`config.mk`:
```
export PLATFORM = sky130hd
export DESIGN_NAME = tdm_i2s_unit
export DESIGN_NICKNAME = d
export VERILOG_FILES = /design/src/rtl/tdm_i2s_unit.sv
export SDC_FILE = /design/constraint.sdc
export NUM_CORES = 1
export LEC_CHECK = 0
export CAP_MARGIN = 20
export CORE_MARGIN = 2
export CORE_UTILIZATION = 33
export CTS_CLUSTER_SIZE = 25
export DETAILED_ROUTE_END_ITERATION = 16
export PLACE_DENSITY_LB_ADDON = 0.2
export SYNTH_ARGS = -nofsm -noshare
export SYNTH_HDL_FRONTEND = slang
export SYNTH_SLANG_ARGS = --single-unit
```
`constraint.sdc`:
```
create_clock -name clk -period 4.2 [get_ports clk]
set_input_delay 0.84 -clock clk [delete_from_list [all_inputs] [get_ports clk]]
set_output_delay 0.84 -clock clk [all_outputs]
set_load 0.01 [all_outputs]
```
`src/rtl/tdm_i2s_unit.sv`:
```
// Serial audio output unit: buffers CHANNELS-sample frames in a FIFO and
// serialises them as I2S, left-justified or TDM (DSP pulse) on sck/ws/sdo.
module tdm_i2s_unit #(
    parameter int SAMPLE_W   = 24,
    parameter int SLOT_W     = 32,
    parameter int CHANNELS   = 2,
    parameter int FIFO_DEPTH = 4
) (
    input  logic                         clk,
    input  logic                         rst_n,
    input  logic                         play_in,
    input  logic                         cfg_in,
    input  logic [31:0]                  cfg_reg_in,
    input  logic                         tick_in,
    input  logic [CHANNELS*SAMPLE_W-1:0] audio_in,
    output logic                         req_out,
    output logic                         sck_out,
    output logic                         ws_out,
    output logic                         sdo_out,
    output logic                         underrun_out,
    output logic                         overflow_out
);
    localparam int FRAME = CHANNELS * SLOT_W;
    localparam int DW    = CHANNELS * SAMPLE_W;
    localparam int BW    = $clog2(FRAME);
    localparam int AW    = $clog2(FIFO_DEPTH);
    localparam logic [1:0] MODE_LJ  = 2'b01;
    localparam logic [1:0] MODE_TDM = 2'b10;

    logic [3:0]    cfg_q, cfg_d;
    logic          play_q, play_d;
    logic [4:0]    cnt_q, cnt_d;
    logic [BW-1:0] b_q, b_d;
    logic [DW-1:0] frame_q, frame_d;
    logic          lj_q, lj_d;
    logic          sck_q, sck_d, ws_q, ws_d, sdo_q, sdo_d;
    logic          req_q, req_d, underrun_q, underrun_d, overflow_q, overflow_d;
    logic [AW:0]   wr_q, wr_d, rd_q, rd_d, wr_base;
    logic [DW-1:0] mem_q [FIFO_DEPTH];
    logic [DW-1:0] mem_d [FIFO_DEPTH];

    logic [4:0] div_m1, half_m1;
    logic       empty, full, fall, start, pop, push, flush, update;
    logic       mode_i2s, mode_tdm;
    logic       unused_cfg;

    assign unused_cfg = ^cfg_reg_in[31:4];

    // LJ bit for frame position b: MSB first, left-aligned in its slot, zero padded
    function automatic logic ser_bit(input logic [DW-1:0] d, input logic [BW-1:0] b);
        int unsigned k, idx;
        logic [DW-1:0] sh;
        k   = int'(b) % SLOT_W;
        idx = (int'(b) / SLOT_W) * SAMPLE_W + SAMPLE_W - 1 - ((k < SAMPLE_W) ? k : 0);
        sh  = d >> idx;
        return (k < SAMPLE_W) ? sh[0] : 1'b0;
    endfunction

    assign div_m1   = 5'((6'd4 << cfg_q[1:0]) - 6'd1);
    assign half_m1  = 5'((6'd2 << cfg_q[1:0]) - 6'd1);
    assign mode_tdm = (cfg_q[3:2] == MODE_TDM);
    assign mode_i2s = (cfg_q[3:2] != MODE_LJ) && !mode_tdm;
    assign empty    = (wr_q == rd_q);
    assign full     = (wr_q[AW] != rd_q[AW]) && (wr_q[AW-1:0] == rd_q[AW-1:0]);
    assign fall     = play_q && (cnt_q == div_m1);
    assign start    = play_in && (!play_q || (fall && b_q == BW'(FRAME - 1)));
    assign pop      = start && !empty;
    assign push     = tick_in && (!full || pop);
    assign flush    = !play_in && play_q;

    always_comb begin
        cfg_d      = cfg_q;
        play_d     = play_in;
        cnt_d      = cnt_q;
        b_d        = b_q;
        frame_d    = frame_q;
        lj_d       = lj_q;
        sck_d      = sck_q;
        ws_d       = ws_q;
        sdo_d      = sdo_q;
        req_d      = 1'b0;
        underrun_d = 1'b0;
        overflow_d = tick_in && !push;
        mem_d      = mem_q;
        update     = 1'b0;

        if (cfg_in && !play_in) cfg_d = cfg_reg_in[3:0];

        rd_d    = flush ? '0 : rd_q + (AW+1)'(pop);
        wr_base = flush ? '0 : wr_q;
        if (push) mem_d[wr_base[AW-1:0]] = audio_in;
        wr_d    = wr_base + (AW+1)'(push);

        if (!play_in) begin
            cnt_d   = '0;
            b_d     = '0;
            frame_d = '0;
            lj_d    = 1'b0;
            sck_d   = 1'b0;
            ws_d    = 1'b0;
            sdo_d   = 1'b0;
        end else if (start) begin
            cnt_d      = '0;
            b_d        = '0;
            sck_d      = 1'b0;
            frame_d    = pop ? mem_q[rd_q[AW-1:0]] : '0;
            req_d      = 1'b1;
            underrun_d = empty;
            update     = 1'b1;
        end else if (fall) begin
            cnt_d  = '0;
            b_d    = b_q + 1'b1;
            sck_d  = 1'b0;
            update = 1'b1;
        end else begin
            cnt_d = cnt_q + 1'b1;
            if (cnt_q == half_m1) sck_d = 1'b1;
        end

        // I2S emits the previous LJ bit, giving the one-sck data delay
        if (update) begin
            lj_d  = ser_bit(frame_d, b_d);
            ws_d  = mode_tdm ? (b_d == '0) : (b_d >= BW'(FRAME / 2));
            sdo_d = mode_i2s ? lj_q : lj_d;
        end
    end

    always_ff @(posedge clk or negedge rst_n) begin
        if (!rst_n) begin
            cfg_q      <= '0;
            play_q     <= 1'b0;
            cnt_q      <= '0;
            b_q        <= '0;
            frame_q    <= '0;
            lj_q       <= 1'b0;
            sck_q      <= 1'b0;
            ws_q       <= 1'b0;
            sdo_q      <= 1'b0;
            req_q      <= 1'b0;
            underrun_q <= 1'b0;
            overflow_q <= 1'b0;
            wr_q       <= '0;
            rd_q       <= '0;
            mem_q      <= '{default: '0};
        end else begin
            cfg_q      <= cfg_d;
            play_q     <= play_d;
            cnt_q      <= cnt_d;
            b_q        <= b_d;
            frame_q    <= frame_d;
            lj_q       <= lj_d;
            sck_q      <= sck_d;
            ws_q       <= ws_d;
            sdo_q      <= sdo_d;
            req_q      <= req_d;
            underrun_q <= underrun_d;
            overflow_q <= overflow_d;
            wr_q       <= wr_d;
            rd_q       <= rd_d;
            mem_q      <= mem_d;
        end
    end

    assign req_out      = req_q;
    assign sck_out      = sck_q;
    assign ws_out       = ws_q;
    assign sdo_out      = sdo_q;
    assign underrun_out = underrun_q;
    assign overflow_out = overflow_q;
endmodule
```
==> results of run 1 <==
power breakdown:
group / internal (mW) / switching (mW) / leakage, nW
Clock: 1.68 / 1.08 / 0.505
Combinational: 1.95 / 1.38 / 2.50
Sequential: 3.75 / 0.620 / 3.31
Total: 7.38 / 3.08 / 6.32
per-layer routing:
| metal | vias to the layer above | GRT usage [%] | share of wire [%] |
|---|---|---|---|
| met3 | 42 | 2.60 | 3.6 |
| met1 | 4069 | 21.9 | 47 |
| li1 | 3606 | - | - |
| met5 | - | 0 | 0 |
| met4 | 0 | 3.48 | 2.0 |
| met2 | 114 | 25.4 | 47 |
synthesized netlist by cell type, types with 9 or more instances:
library cell / number / area share (%)
ha_1: 10 / 0.99
nand2_1: 41 / 1.2
nand3_1: 32 / 1.3
a22o_1: 33 / 2.3
buf_2: 28 / 1.1
a21oi_1: 14 / 0.55
dfrtp_1: 269 / 53
clkbuf_1: 15 / 0.44
mux2i_1: 16 / 1.3
mux2_2: 196 / 17
nand4_1: 9 / 0.44
nor2_1: 27 / 0.80
inv_1: 15 / 0.44
mux4_2: 48 / 8.5
xnor2_1: 11 / 0.76
registers in the layout (all words and copies together), names as in the netlist, 3 cells and up:
signal and cells:
b_q 6, cfg_q 4, cnt_q 5, frame_q 48, mem_q 192, rd_q 3
wr_q 3
cell families after synthesis:
family          count (synthesis)  share of synthesized area [%]
compound gates                128                           8.23
buf+inv                        73                           2.71
flops                         269                           53.2
mux                           261                           27.3
simple gates                  157                           6.46
fa+ha+maj                      10                          0.988
xor+xnor                       16                           1.11
area by class of cell:
class | count | area, um^2 | area share [%]
Tap cell | 511 | 639 | 4.24
Inverter | 16 | 60.1 | 0.398
Sequential cell | 269 | 6740 | 44.7
Clock inverter | 9 | 176 | 1.17
Timing Repair Buffer | 101 | 993 | 6.58
Clock buffer | 46 | 871 | 5.77
Multi-Input combinational cell | 572 | 5610 | 37.2
path summary, 6_finish.rpt:
| path | start | end | slack, ps |
|---|---|---|---|
| max reg2reg | cnt_q[0] | lj_q | 260 |
| max in group asynchronous | rst_n | mem_q[130] | 2840 |
| min reg2reg | frame_q[35] | frame_q[35] | 480 |
| max | cnt_q[0] | lj_q | 260 |
| min in group clk | frame_q[35] | frame_q[35] | 480 |
| min | rst_n | mem_q[169] | 280 |
placed cells by master, fill, tap and decap left out, types with 7 or more instances in the layout:
cell	Yosys	final
mux2_2	196	196
a21oi_1	14	13
clkbuf_16	0	30
buf_4	5	33
o211ai_1	8	8
o21ai_0	8	8
clkbuf_1	15	10
nor2_1	27	26
nand4_1	9	9
a22o_1	33	33
clkdlybuf4s50_1	0	61
a211oi_1	7	7
and2_1	8	8
ha_1	10	10
inv_1	15	15
nand2_1	41	40
dfrtp_1	269	266
nand3_1	32	31
xnor2_1	11	11
mux4_2	48	48
mux2i_1	16	16
stage by stage:
| step | std cells | total power, mW | setup WS (ps) | hold slack, ps |
|---|---|---|---|---|
| final | 1524 | 10.5 | 263 | 282 |
| after CTS | 1524 | 10.6 | 292 | 320 |
| after detailed placement | 1469 | 7.83 | 295 | 471 |
| after floorplan | 914 | 6.75 | 643 | 432 |
| after global placement | 1469 | 7.73 | 307 | 454 |
| after global routing | 1524 | 11.1 | 3.59 | 328 |
==> impl_metrics.yaml, run 1 <==
synth:
  ys.flop_type: "dfrtp_1"
  syn_area_um2: 12700
  ys_types: 77
  ys_async_sr_fraction_pct: 100
  ys_seq_area_share_pct: 53.2
  synth_edf_count: 0
  ys_ff_latch: 269
  synthesis.nets: 1009
  syn_avg_cell_area_um2: 13.9
  synth_cells: 914
  synth_warnings: 0
critical_path:
  critPathMaxFanout: 6
  cp-end-kind: "flip-flop"
  critPathSlowestCell: "dfrtp_1"
  startpoint_type: "flip-flop"
  crit_chain: "ha_1 > nand2_1 > or3_1 > nor2_1 > nand4_1 > xor2_1 > nor2_1 > and2_1 > ha_1 > xnor2_1 > a2111o_1 > a211oi_1 > a211oi_1 > a21oi_1 > o32ai_1"
  crit_buf_inv: 0
  required_ps: 4650
  path_class: "flip-flop to flip-flop"
  path_depth: 15
  crit_family: "compound AO/OA/AOI/OAI gates"
  critical_path_arrival_ps: 4380
  slowest_delay_ps: 400
  r2r_cells: 15
final_layout:
  design_area_um2: 15100
  fin_util_pct: 40.0
  fill_cells: 3568
  nNetsFinal: 1085
  areaGrowthSynthToFinish_pct: 19.2
  drive_above_1_share_pct: 35.1
  antenna_cells: 0
power_and_ir_drop:
  ir_drop_uv: 361
  p_leak_nw: 6.32
  pwr_density_cell_nw_per_um2: 693
global_routing:
  grt_pass1_wl_mm: 48.2
  grt_pass1_vias: 8198
  globalRouteOverflowTotal: 0
  grt_usage_pct: 15.6
  grt_max_degree: 94
  grt_antenna_before_repair: 0
floorplan:
  ios: 91
  core-area_um2: 37800
  die_w_um: 200
  start_util_pct: 33.5
  die_y_um: 200
  fp-row-count: 71
  die_area_um2: 39900
clock_tree:
  cts_tree: "done"
  clk_pin_slew_ps: 70
  cts_resized: 0
  clockRootBuffer: "clkbuf_16"
  postCtsSetupBuffers: 0
  cts.sinks: 269
  holdBufCountCts: 0
  cts_made_buffers: 30
  clkLatencyLatePin_ps: 580
  clockBufferDepth: 3
  htree_levels: 1
timing:
  report.final.slew_viol_count: 0
  fmax_ghz: 0.254
  finalCritPeriodShare_pct: 93.7
  max_slew_margin_pct: 47.9
  hold_viol: 0
  max_slew.worst_pin.slew_ps: 782
  finClkSkew_ps: 11.6
  finalSetupViolCount: 0
  tns_ps: 0
  finalCriticalPeriod_ps: 3940
  rsz0062_at_grt: "no"
outcome:
  status: "finished, final reports clean"
detailed_routing:
  vias_per_cell: 5.14
  dr.first_iter.drc_count: 383
  dr.pass1.iters: 4
  wl_per_cell_um: 19.7
  vias: 7831
  drt_wl_total_mm: 30.0
  drcViolationCount: 0
  ant_nets: 0
run:
  drv_cap: 0
place:
  portBuffers: 62
  dp_hpwl_mm: 20.4
  globalplace.congestion: 0.844
  dpl_cell_area_um2: 14000
worst_hold_path:
  hp-class: "input pin to async pin"
Power figures use the tool's default switching activity.
==> run 2: changes to the inputs <==
--- a/config.mk
+++ b/config.mk
@@ -6,9 +6,8 @@
 export NUM_CORES = 1
 export LEC_CHECK = 0
 export CAP_MARGIN = 20
-export CORE_MARGIN = 2
 export CORE_UTILIZATION = 33
-export CTS_CLUSTER_SIZE = 25
+export CTS_CLUSTER_SIZE = 12
 export DETAILED_ROUTE_END_ITERATION = 16
 export PLACE_DENSITY_LB_ADDON = 0.2
 export SYNTH_ARGS = -nofsm -noshare
==> constraint.sdc (replaced) <==
create_clock -name clk -period 3.62 [get_ports clk]
set_input_delay 0.724 -clock clk [delete_from_list [all_inputs] [get_ports clk]]
set_output_delay 0.724 -clock clk [all_outputs]
set_load 0.01 [all_outputs]
==> run 2 against run 1 <==
- total power grew 17%
- sequential share of layout area shrank 1.1 points
- setup slack worse by 93 ps
- clock power up 16%
- global-route usage is 0.60 points higher
- critical path depth is 2 lower
- utilization rose by 1.2 points
- register-to-register slack worse by 90 ps
- via count rose by 2.6%
- count of clock-buffer cells in the layout grew 1
==> impl_metrics.yaml, run 2 (same netlist as run 1, synthesis figures left out) <==
outcome:
  status: "finished, final reports clean"
clock_tree:
  clockRootBuffer: "clkbuf_16"
  clkLatencyLatePin_ps: 560
  clk_pin_slew_ps: 60
  cts.sinks: 269
  cts_tree: "done"
  clockBufferDepth: 3
  htree_levels: 1
  holdBufCountCts: 0
  cts_made_buffers: 30
power_and_ir_drop:
  p_leak_nw: 6.54
  power.internal_mw: 8.65
  p_seq_share_pct: 41.4
  ir_drop_uv: 381
  switching_share_pct: 29.3
  pwr_density_cell_nw_per_um2: 789
  clkPwrFrac_pct: 26.1
  combPwrFrac_pct: 32.5
  p_sw_mw: 3.58
detailed_routing:
  dr.pass1.iters: 5
  vias: 8036
  dr.first_iter.drc_count: 590
  wl_per_cell_um: 19.5
  ant_nets: 0
  vias_per_cell: 5.14
  drcViolationCount: 0
  drt_wl_total_mm: 30.5
timing:
  hold_slack_ps: 104
  fin_ws_ps: 171
  finalCriticalPeriod_ps: 3450
  finClkSkew_ps: 15.7
  max_slew_margin_pct: 60.2
  finalCritPeriodShare_pct: 95.3
  report.final.slew_viol_count: 0
  finalSetupViolCount: 0
  hold_viol: 0
  fmax_ghz: 0.290
  max_slew.worst_pin.slew_ps: 588
final_layout:
  largest_reg_flops: 192
  nNetsFinal: 1123
  drive_above_1_share_pct: 38.9
  final_cell_mix: "dfrtp_1 (266), mux2_2 (196), buf_4 (69)"
  regMostFlops: "mem_q"
  final_common_cell: "dfrtp_1"
  largestRegisters: "mem_q x192, frame_q x48, b_q x6"
  areaGrowthSynthToFinish_pct: 22.3
  antenna_cells: 0
global_routing:
  grt_antenna_before_repair: 0
  grt_usage_pct: 16.2
  globalRouteOverflowTotal: 0
  grt_pass1_wl_mm: 49.4
  grt_pass1_vias: 8250
  grt_max_degree: 77
place:
  dp_hpwl_mm: 20.9
  globalplace.congestion: 0.884
  pre_cts_slack_ps: -73.1
  portBuffers: 62
critical_path:
  r2r_cells: 13
  rrSetupSlack_ps: 170
  critPathMaxFanout: 6
  required_ps: 4040
  worstReg2RegStart: "cfg_q[0]"
  path_class: "flip-flop to flip-flop"
  rr_endpoint: "lj_q"
  cp-end-kind: "flip-flop"
  startpoint_type: "flip-flop"
  critical_path_arrival_ps: 3870
floorplan:
  start_util_pct: 33.6
  fp-row-count: 71
  core-area_um2: 37700
  ios: 91
  die_y_um: 198
  die_w_um: 198
  die_area_um2: 39200
worst_hold_path:
  hp-class: "input pin to async pin"
run:
  drv_cap: 0
[run 2: area by class of cell]
cell class	instances	area, um^2
multi-input combinational	572	5700
tap	511	639
sequential	269	6740
inverter	16	60.1
timing repair buffer	139	1300
fill	3586	22200
clock buffer	47	896
clock inverter	9	148
[run 2: per-layer routing]
layer | part of all wire [%] | track usage (%)
met1 | 48 | 23.2
met2 | 47 | 26.0
met3 | 3.8 | 2.16
met4 | 1.9 | 3.59
met5 | 0 | 0
[run 2: critical path: stages (launching register included)]
cell,delay [ps]
dfrtp_2,440
and3b_4,220
or4_4,530
or3_4,360
a21oi_4,230
inv_2,90
ha_4,260
xnor2_1,140
a2111o_1,400
a211oi_2,190
a211oi_1,70
a21oi_1,120
buf_4,150
o32ai_1,90
[run 2: worst max path at each step]
stage,depth (start not counted),end,startpoint
6_report,13,lj_q,cfg_q[0]
3_5_place_dp,13,sdo_out,cfg_q[0]
3_3_place_gp,13,sdo_out,cfg_q[0]
4_1_cts,13,sdo_out,cfg_q[0]
2_1_floorplan,13,lj_q,cfg_q[1]
5_1_grt,14,lj_q,cnt_q[1]
[run 2: what timing repair did]
action	CTS	global route
setup buffers	0	2
pin swaps	0	5
gates resized for setup	1	16
setup endpoints to repair	1	2
[run 2: power groups by stage]
stage / registers (mW) / clock network [mW] / logic, mW
6_report: 5.06 / 3.19 / 3.97
4_1_cts: 5.07 / 3.28 / 4.05
3_3_place_gp: 5.08 / 0 / 3.96
2_1_floorplan: 4.81 / 0 / 3.02
5_1_grt: 5.25 / 3.41 / 4.33
3_5_place_dp: 5.12 / 0 / 4.04
[run 2: stage by stage]
step                      std cells  instance area, um^2  util, %  setup TNS [ps]  power [mW]
after floorplan                 914                12700        -               0        7.83
after global placement         1505                14300     38.1               0        9.04
after detailed placement       1505                14300     38.1           -73.1        9.16
after CTS                      1561                15400     40.9               0        12.4
after global routing           1563                15500     41.1           -11.8        13.0
final                          1563                15500     41.1               0        12.2
